**config.mk**
```make
export PLATFORM = sky130hd
export DESIGN_NAME = multicycle_ctrl_flat
export DESIGN_NICKNAME = d
export VERILOG_FILES = /design/src/rtl/multicycle_ctrl_if.sv /design/src/rtl/multicycle_ctrl.sv /design/src/flat_wrapper.sv
export SDC_FILE = /design/constraint.sdc
export NUM_CORES = 1
export LEC_CHECK = 0
export ABC_AREA = 1
export BUFFER_PORTS_ARGS = -buffer_cell sky130_fd_sc_hd__buf_2
export CORE_MARGIN = 1.5
export CORE_UTILIZATION = 50
export CTS_BUF_LIST = sky130_fd_sc_hd__clkbuf_4 sky130_fd_sc_hd__clkbuf_8
export DETAILED_ROUTE_END_ITERATION = 12
export PLACE_DENSITY = 0.83
export SETUP_SLACK_MARGIN = 0.3
export SLEW_MARGIN = 5
export SYNTH_ARGS = -nofsm -noshare
export SYNTH_HDL_FRONTEND = slang
export SYNTH_SLANG_ARGS = --single-unit
```
**constraint.sdc**
```tcl
create_clock -name clk -period 1.35 [get_ports clk]
set_input_delay 0.2025 -clock clk [delete_from_list [all_inputs] [get_ports clk]]
set_output_delay 0.2025 -clock clk [all_outputs]
set_load 0.005 [all_outputs]
```
**src/rtl/multicycle_ctrl_if.sv**
```systemverilog
// Handshake bundle between the multicycle controller and its datapath/memory.
// master drives the decoded instruction, flags and memory status; slave is the controller.
interface multicycle_ctrl_if;
  logic       ir_valid;
  logic [1:0] ins_class;
  logic       S;
  logic       und_in;
  logic [3:0] cond;
  logic [3:0] nzcv;
  logic       mem_ready;

  logic       write_pc;
  logic       write_ir;
  logic       write_reg;
  logic       LA;
  logic       LB;
  logic       LC;
  logic       LF;
  logic       mem_req;
  logic       mem_we;
  logic       wb_sel_mem;
  logic       pc_sel_br;
  logic       fault;
  logic [2:0] state;

  modport master (
    output ir_valid, ins_class, S, und_in, cond, nzcv, mem_ready,
    input  write_pc, write_ir, write_reg, LA, LB, LC, LF,
    input  mem_req, mem_we, wb_sel_mem, pc_sel_br, fault, state
  );

  modport slave (
    input  ir_valid, ins_class, S, und_in, cond, nzcv, mem_ready,
    output write_pc, write_ir, write_reg, LA, LB, LC, LF,
    output mem_req, mem_we, wb_sel_mem, pc_sel_br, fault, state
  );
endinterface

```
**src/rtl/multicycle_ctrl.sv**
```systemverilog
// Multicycle instruction sequencer: fetch/decode/execute/memory/writeback with
// ARM-style condition evaluation, a memory-wait timeout and a sticky fault state.
//
// state  | meaning
// FETCH  | wait for ir_valid, load IR and PC+4
// DECODE | read operands, latch class/S, evaluate condition
// EXEC   | ALU operation, or branch PC load
// MEM    | data-memory access, bounded by the wait counter
// WB     | register writeback from ALU or memory
// FAULT  | sticky error, only rst leaves
module multicycle_ctrl #(
  parameter int TO_W    = 4,
  parameter bit COND_EN = 1'b1
) (
  input  logic              clk,
  input  logic              rst,
  multicycle_ctrl_if.slave  bus
);

  typedef enum logic [2:0] {
    S_FETCH  = 3'd0,
    S_DECODE = 3'd1,
    S_EXEC   = 3'd2,
    S_MEM    = 3'd3,
    S_WB     = 3'd4,
    S_FAULT  = 3'd5,
    S_BAD6   = 3'd6,
    S_BAD7   = 3'd7
  } state_t;

  localparam logic [1:0] CLS_DP  = 2'd0;
  localparam logic [1:0] CLS_LDR = 2'd1;
  localparam logic [1:0] CLS_STR = 2'd2;
  localparam logic [1:0] CLS_B   = 2'd3;

  state_t            r_state;
  state_t            w_next;
  logic [1:0]        r_cls;
  logic              r_s;
  logic [TO_W-1:0]   r_wait;

  logic w_n, w_z, w_c, w_v;
  logic w_cond_pass;
  logic w_cond_ok;
  logic w_timeout;

  logic w_write_pc, w_write_ir, w_write_reg;
  logic w_la, w_lb, w_lc, w_lf;
  logic w_mem_req, w_mem_we, w_wb_sel_mem, w_pc_sel_br, w_fault;

  assign w_n = bus.nzcv[3];
  assign w_z = bus.nzcv[2];
  assign w_c = bus.nzcv[1];
  assign w_v = bus.nzcv[0];

  always_comb begin
    w_cond_pass = 1'b0;
    case (bus.cond)
      4'b0000: w_cond_pass = w_z;
      4'b0001: w_cond_pass = !w_z;
      4'b0010: w_cond_pass = w_c;
      4'b0011: w_cond_pass = !w_c;
      4'b0100: w_cond_pass = w_n;
      4'b0101: w_cond_pass = !w_n;
      4'b0110: w_cond_pass = w_v;
      4'b0111: w_cond_pass = !w_v;
      4'b1000: w_cond_pass = w_c && !w_z;
      4'b1001: w_cond_pass = !w_c || w_z;
      4'b1010: w_cond_pass = (w_n == w_v);
      4'b1011: w_cond_pass = (w_n != w_v);
      4'b1100: w_cond_pass = !w_z && (w_n == w_v);
      4'b1101: w_cond_pass = w_z || (w_n != w_v);
      4'b1110: w_cond_pass = 1'b1;
      default: w_cond_pass = 1'b0;
    endcase
  end

  assign w_cond_ok = COND_EN ? w_cond_pass : 1'b1;
  assign w_timeout = (r_wait == {TO_W{1'b1}});

  always_ff @(posedge clk) begin
    if (rst) begin
      r_state <= S_FETCH;
      r_cls   <= 2'd0;
      r_s     <= 1'b0;
      r_wait  <= '0;
    end else begin
      r_state <= w_next;
      if (r_state == S_DECODE) begin
        r_cls <= bus.ins_class;
        r_s   <= bus.S;
      end
      // Held at zero outside MEM so every access starts from a clean count
      if (r_state != S_MEM) begin
        r_wait <= '0;
      end else if (!bus.mem_ready) begin
        r_wait <= r_wait + 1'b1;
      end
    end
  end

  always_comb begin
    w_next       = r_state;
    w_write_pc   = 1'b0;
    w_write_ir   = 1'b0;
    w_write_reg  = 1'b0;
    w_la         = 1'b0;
    w_lb         = 1'b0;
    w_lc         = 1'b0;
    w_lf         = 1'b0;
    w_mem_req    = 1'b0;
    w_mem_we     = 1'b0;
    w_wb_sel_mem = 1'b0;
    w_pc_sel_br  = 1'b0;
    w_fault      = 1'b0;

    case (r_state)
      S_FETCH: begin
        if (bus.ir_valid) begin
          w_write_ir = 1'b1;
          w_write_pc = 1'b1;
          w_next     = S_DECODE;
        end
      end
      S_DECODE: begin
        w_la = 1'b1;
        w_lb = 1'b1;
        if (bus.und_in)      w_next = S_FAULT;
        else if (!w_cond_ok) w_next = S_FETCH;
        else                 w_next = S_EXEC;
      end
      S_EXEC: begin
        w_lc = 1'b1;
        w_lf = r_s && (r_cls == CLS_DP);
        case (r_cls)
          CLS_DP:  w_next = S_WB;
          CLS_B: begin
            w_write_pc  = 1'b1;
            w_pc_sel_br = 1'b1;
            w_next      = S_FETCH;
          end
          default: w_next = S_MEM;
        endcase
      end
      S_MEM: begin
        w_mem_req = 1'b1;
        w_mem_we  = (r_cls == CLS_STR);
        // A completing access beats a simultaneous timeout
        if (bus.mem_ready)  w_next = (r_cls == CLS_LDR) ? S_WB : S_FETCH;
        else if (w_timeout) w_next = S_FAULT;
      end
      S_WB: begin
        w_write_reg  = 1'b1;
        w_wb_sel_mem = (r_cls == CLS_LDR);
        w_next       = S_FETCH;
      end
      S_FAULT: begin
        w_fault = 1'b1;
      end
      default: begin
        w_next = S_FAULT;
      end
    endcase

    // Reset silences every enable in the same cycle, before the state register follows
    if (rst) begin
      w_write_pc   = 1'b0;
      w_write_ir   = 1'b0;
      w_write_reg  = 1'b0;
      w_la         = 1'b0;
      w_lb         = 1'b0;
      w_lc         = 1'b0;
      w_lf         = 1'b0;
      w_mem_req    = 1'b0;
      w_mem_we     = 1'b0;
      w_wb_sel_mem = 1'b0;
      w_pc_sel_br  = 1'b0;
      w_fault      = 1'b0;
    end
  end

  assign bus.write_pc   = w_write_pc;
  assign bus.write_ir   = w_write_ir;
  assign bus.write_reg  = w_write_reg;
  assign bus.LA         = w_la;
  assign bus.LB         = w_lb;
  assign bus.LC         = w_lc;
  assign bus.LF         = w_lf;
  assign bus.mem_req    = w_mem_req;
  assign bus.mem_we     = w_mem_we;
  assign bus.wb_sel_mem = w_wb_sel_mem;
  assign bus.pc_sel_br  = w_pc_sel_br;
  assign bus.fault      = w_fault;
  assign bus.state      = r_state;

endmodule
```
**src/flat_wrapper.sv**
```systemverilog
// flat-port wrapper written by rule: the top's interface ports become plain ports
module multicycle_ctrl_flat 
#(
  parameter int TO_W    = 4,
  parameter bit COND_EN = 1'b1
)
  (clk, rst, bus_ir_valid, bus_ins_class, bus_S, bus_und_in, bus_cond, bus_nzcv, bus_mem_ready, bus_write_pc, bus_write_ir, bus_write_reg, bus_LA, bus_LB, bus_LC, bus_LF, bus_mem_req, bus_mem_we, bus_wb_sel_mem, bus_pc_sel_br, bus_fault, bus_state);
  multicycle_ctrl_if bus_i ();
  input  logic clk;
  input  logic rst;
  input wire logic [$bits(bus_i.ir_valid)-1:0] bus_ir_valid;
  input wire logic [$bits(bus_i.ins_class)-1:0] bus_ins_class;
  input wire logic [$bits(bus_i.S)-1:0] bus_S;
  input wire logic [$bits(bus_i.und_in)-1:0] bus_und_in;
  input wire logic [$bits(bus_i.cond)-1:0] bus_cond;
  input wire logic [$bits(bus_i.nzcv)-1:0] bus_nzcv;
  input wire logic [$bits(bus_i.mem_ready)-1:0] bus_mem_ready;
  output wire logic [$bits(bus_i.write_pc)-1:0] bus_write_pc;
  output wire logic [$bits(bus_i.write_ir)-1:0] bus_write_ir;
  output wire logic [$bits(bus_i.write_reg)-1:0] bus_write_reg;
  output wire logic [$bits(bus_i.LA)-1:0] bus_LA;
  output wire logic [$bits(bus_i.LB)-1:0] bus_LB;
  output wire logic [$bits(bus_i.LC)-1:0] bus_LC;
  output wire logic [$bits(bus_i.LF)-1:0] bus_LF;
  output wire logic [$bits(bus_i.mem_req)-1:0] bus_mem_req;
  output wire logic [$bits(bus_i.mem_we)-1:0] bus_mem_we;
  output wire logic [$bits(bus_i.wb_sel_mem)-1:0] bus_wb_sel_mem;
  output wire logic [$bits(bus_i.pc_sel_br)-1:0] bus_pc_sel_br;
  output wire logic [$bits(bus_i.fault)-1:0] bus_fault;
  output wire logic [$bits(bus_i.state)-1:0] bus_state;
  assign bus_i.ir_valid = bus_ir_valid;
  assign bus_i.ins_class = bus_ins_class;
  assign bus_i.S = bus_S;
  assign bus_i.und_in = bus_und_in;
  assign bus_i.cond = bus_cond;
  assign bus_i.nzcv = bus_nzcv;
  assign bus_i.mem_ready = bus_mem_ready;
  assign bus_write_pc = bus_i.write_pc;
  assign bus_write_ir = bus_i.write_ir;
  assign bus_write_reg = bus_i.write_reg;
  assign bus_LA = bus_i.LA;
  assign bus_LB = bus_i.LB;
  assign bus_LC = bus_i.LC;
  assign bus_LF = bus_i.LF;
  assign bus_mem_req = bus_i.mem_req;
  assign bus_mem_we = bus_i.mem_we;
  assign bus_wb_sel_mem = bus_i.wb_sel_mem;
  assign bus_pc_sel_br = bus_i.pc_sel_br;
  assign bus_fault = bus_i.fault;
  assign bus_state = bus_i.state;
  multicycle_ctrl #(.TO_W(TO_W), .COND_EN(COND_EN)) u_core (.clk(clk), .rst(rst), .bus(bus_i));
endmodule
```
* Yosys cells after proc, flatten, opt, wreduce, memory -nomap -nowiden
Cells that the tools add are included.
** Storage, ports and cells
- Bits in registers :: 10
- Logic and storage cells :: 81
** Cells by class
- Add/subtract/negate cells :: 1
- Eq/ne operators :: 28
- Mux-type cells :: 33
- Bitwise operators :: 1
- Reduce and logical (&&, ||, !) cells :: 14
** Operators by type and width (number)
- 4-bit == test, second input constant :: 8
- 1-bit 2-to-1 mux :: 23
- 3-bit case mux with 6 select lines :: 1
- 4-bit by 3-bit == test with 1-bit output, second input constant :: 4
- 3-bit 2-to-1 mux :: 5
- 1-bit case mux with 15 select lines :: 1
- 4-bit by 2-bit == test with 1-bit output, second input constant :: 2
- 3-bit by 2-bit == test with 1-bit output, second input constant :: 2
- 3-bit == test, second input constant :: 2
- 3-bit by 2-bit inequality test with 1-bit output, second input constant :: 2
- 3-bit case mux with 2 select lines :: 1
- 4-bit by 1-bit adder with 4-bit output, second input constant :: 1
- 2-bit == test, second input constant :: 2
- 4-bit by 1-bit == test with 1-bit output, second input constant :: 1
- 1-bit zero test :: 4
- 4-bit zero test :: 1
- 3-bit by 1-bit == test with 1-bit output, second input constant :: 1
- 1-bit logical AND :: 3
- 3-bit zero test :: 1
- 3-bit AND reduction :: 1
- 2-bit by 1-bit == test with 1-bit output, second input constant :: 1
- 2-bit zero test :: 1
- 1-bit logical OR :: 2
- 2-bit 2-to-1 mux :: 1
- other kinds (6) :: 6

* Depth between registers and ports, before layout
- Depth in word-level cells :: 6
- Depth in mapped cells :: 12

* Least setup slack after synthesis
Ideal clock, no wire load.
- Kind :: flip-flop to output port
- Start point :: register u_core.r_state[0] (netlist: u_core.bus.state[0])
- End point :: output bus_LB
- Arrival time :: 1.015 ns
- Setup slack :: 0.133 ns
- Cell stages (with the launch flop) :: 6
- Buffers on the path :: 1
- Cells stage by stage :: dfxtp_1 -> inv_1 -> nor3_1 -> inv_1 -> nor2_1 -> buf_4
** On the way
- Cells in the longest elaborated chain, start to end :: 3
** Ends and longest elaborated chain
- start, declared :: RTL line multicycle_ctrl.sv:36 : state_t r_state;
- start signal, assigned :: RTL line multicycle_ctrl.sv:88 : r_state <= w_next;
- 3-bit by 1-bit == test with 1-bit output
- 1-bit 2-to-1 mux (2 in a row)
- end, declared :: RTL line flat_wrapper.sv:22 : output wire logic [$bits(bus_i.LB)-1:0] bus_LB;
Every way passes these cells.

* Final worst setup path
- Start point :: register u_core.r_state[0] (netlist: u_core.bus.state[0])
- End point :: output bus_LF
** On the way
- Cells in the longest elaborated chain, start to end :: 3
** Ends and longest elaborated chain
- 3-bit by 2-bit == test with 1-bit output :: RTL line multicycle_ctrl.sv:117 : case (r_state)
- 1-bit 2-to-1 mux :: RTL line multicycle_ctrl.sv:117
- 1-bit 2-to-1 mux :: RTL line multicycle_ctrl.sv:166 : if (rst) begin
- end, declared :: RTL line flat_wrapper.sv:24 : output wire logic [$bits(bus_i.LF)-1:0] bus_LF;
Every way passes these cells.

==> insert_results.sql <==
INSERT INTO impl_metrics (metric_group, metric, value, unit) VALUES
('sta', 'tightest_slew', '356', 'ps'),
('place', 'gpl.final_weighted_congestion', '0.921', ''),
('floorplanning', 'design.die.area', '0.00190', 'mm²'),
('setup_path', 'worst-setup-path-type', 'flip-flop to primary output', ''),
('floorplanning', 'floorplan.die.width', '43.6', 'µm'),
('finish', 'final_area', '0.00135', 'mm²'),
('synthesis', 'avgSynthCellArea', '5.77', 'µm²'),
('hold_path', 'hold_path.class', 'input pin to flip-flop', ''),
('finish', 'finalNetCount', '211', ''),
('sta', 'layout_min_cycle_time', '1570', 'ps'),
('synthesis', 'yosysTopAreaCellShare', '24.3', '%'),
('route', 'drt.antenna.violating_nets', '0', ''),
('clock_network', 'clock-sinks', '10', ''),
('grt', 'grt_remaining_overflow', '0', ''),
('setup_path', 'reg2reg_slack', '-30', 'ps'),
('sta', 'min_period_over_period', '116', '%'),
('synthesis', 'largest_family_of_logic_cells_by_synthesized_area', 'simple AND/OR/NAND/NOR gates', ''),
('synthesis', 'synth_cell_type_count', '19', ''),
('sta', 'post-route-worst-setup-slack', '-221', 'ps'),
('grt', 'track_usage', '28.8', '%'),
('setup_path', 'worst-endpoint-required', '1150', 'ps'),
('synthesis', 'synth_xor_area_share', '2.12', '%'),
('synthesis', 'synth_area', '825', 'µm²'),
('synthesis', 'syn_nets', '164', ''),
('grt', 'antenna_found_initial', '0', ''),
('hold_path', 'timing.hold.worst.start', 'bus_ins_class[0]', ''),
('place', 'detailedPlacementHpwl', '1580', 'µm'),
('clock_network', 'h-tree-depth', '1', ''),
('synthesis', 'netlist_top_cells_count', 'nand2_1 (32), inv_1 (26), nor2_1 (23)', ''),
('synthesis', 'area_contributors_post_synth', 'dfxtp_1 (24%), nand2_1 (15%), inv_1 (12%)', ''),
('status', 'result_of_the_run', 'finished with violations', ''),
('clock_network', 'ctsLongestPathBuffers', '2', ''),
('sta', 'slew_viol_final', '0', ''),
('synthesis', 'synth_edf_count', '0', ''),
('clock_network', 'hold_buffers', '0', ''),
('clock_network', 'tritoncts', 'built', ''),
('clock_network', 'cts_inserted_buffers', '3', ''),
('route', 'mean_number_of_vias_per_cell', '6.50', ''),
('power_and_ir_drop', 'largest_vdd_supply_drop', '543', 'µV'),
('finish', 'area_growth', '64.2', '%'),
('grt', 'grt_max_degree', '13', ''),
('synthesis', 'synth-main-ff-cell', 'dfxtp_1', ''),
('floorplanning', 'fp.coreArea', '0.00152', 'mm²'),
('run', 'maxCapViolations', '0', ''),
('route', 'total_detailed_routing_wirelength', '4170', 'µm'),
('finish', 'final_core_util', '88.8', '%'),
('setup_path', 'arrival', '1370', 'ps'),
('clock_network', 'master_cell_of_the_clock_root_buffer', 'clkbuf_4', ''),
('power_and_ir_drop', 'power_after_layout', '0.00120', 'W'),
('synthesis', 'synth_compound_gate_area_share', '11.2', '%'),
('sta', 'fin_hold_ws', '170', 'ps'),
('setup_path', 'timing.rr.end', 'u_core.bus.state[2]', ''),
('place', 'placed_cell_area', '0.00100', 'mm²'),
('synthesis', 'synth_seq_cells', '10', ''),
('setup_path', 'ff2ff_path_depth', '8', ''),
('setup_path', 'launch_point_of_the_worst_reg_to_reg_path', 'u_core.bus.state[1]', ''),
('floorplanning', 'number_of_top_level_pins', '31', ''),
('sta', 'final_hold_viol_count', '0', ''),
('setup_path', 'crit_fanout', '4', ''),
('power_and_ir_drop', 'leakage', '0.700', 'nW'),
('grt', 'first_global_vias', '983', ''),
('route', 'drt_first_pass_iters', '5', ''),
('sta', 'grt_setup_unrepaired', 'true', ''),
('hold_path', 'worst_hold_path_stage_count', '3', ''),
('synthesis', 'most_frequent_cell_after_synthesis', 'nand2_1', ''),
('synthesis', 'mux_share_of_post_synthesis_cell_area', '0', '%'),
('status', 'violated_checks', 'setup timing', ''),
('sta', 'total_setup_violations_reported_at_the_end_of_the_flow', '14', ''),
('route', 'routed-via-count', '1333', ''),
('setup_path', 'category_of_the_worst_setup_path_launch_point', 'flip-flop', ''),
('finish', 'fraction_of_layout_instances_using_a_drive_strength_above_1', '49.2', '%');
placed cells by master, fill, tap and decap left out, types with 3 or more instances in the layout:
cell / count
nand3_1: 14
o21ai_2: 5
nand2_1: 28
buf_6: 6
dfxtp_1: 5
ha_1: 5
a21oi_2: 3
nor2_2: 5
buf_4: 8
clkbuf_4: 3
nand2_2: 3
buf_2: 29
a21oi_1: 5
dfxtp_4: 3
inv_2: 8
inv_1: 16
nor2_1: 15
nor2_4: 3
worst max path at each step:
| stage | from | endpoint | slack, ps | cells past startpoint |
|---|---|---|---|---|
| after floorplan | u_core.bus.state[1] | bus_write_pc | 270 | 5 |
| after global placement | u_core.bus.state[1] | bus_write_pc | 150 | 6 |
| after detailed placement | u_core.bus.state[1] | bus_write_pc | 100 | 6 |
| after CTS | u_core.bus.state[0] | bus_write_pc | -90 | 6 |
| after global routing | u_core.bus.state[1] | bus_write_pc | -220 | 6 |
| final | u_core.bus.state[0] | bus_LF | -220 | 4 |
layer usage:
metal	global-route usage, %	share of wire (%)	vias up	wire (µm)
met5	0	0	-	0
met4	17.6	10	0	438
li1	-	-	548	-
met2	51.5	43	150	1800
met1	30.6	34	579	1420
met3	5.83	12	56	507
flip-flops by register name (all words and copies together) (netlist names):
name	flops
u_core.r_cls	2
u_core.bus.state	3
u_core.r_s	1
u_core.r_wait	4
report_power, final:
part | leakage (nW) | internal (W) | switching (W)
clock | 0.0210 | 0.000165 | 0.000138
sequential | 0.0843 | 0.000321 | 0.0000372
combinational | 0.594 | 0.000231 | 0.000307
critical path, stage by stage (launching register included):
cell and delay [ps]:
dfxtp_4 380, inv_6 90, nand3_4 120, nor4_4 320, buf_2 170
cell type report:
class                   count  area, µm²
multi-input cells         104        663
repair buffers             45        313
flip-flops and latches     10        214
fillers                    77        170
inverters                  26        108
clock buffers               4       36.3
well taps                  16       20.0
kinds of logic (layout without fill, tap and decap cells):
family,Yosys count,in the layout
simple gates,80,80
buf+inv,29,75
compound gates,17,17
flops,10,10
fa+ha+maj,5,5
xor+xnor,2,2
stage by stage:
stage	instances	worst slack, ps	setup TNS, ps
after floorplan	143	269	0
final	205	-221	-1820
after CTS	200	-88.7	-464
after global routing	205	-219	-2210
after detailed placement	186	96.1	0
after global placement	186	150	0
repair_timing:
action | CTS | global route
setup buffers | 10 | 5
endpoints found under the setup margin | 15 | 20
gates resized for setup | 34 | 21
cloned | 0 | 0
pin swaps | 10 | 10
No activity file was read; power rests on OpenSTA's default activity.
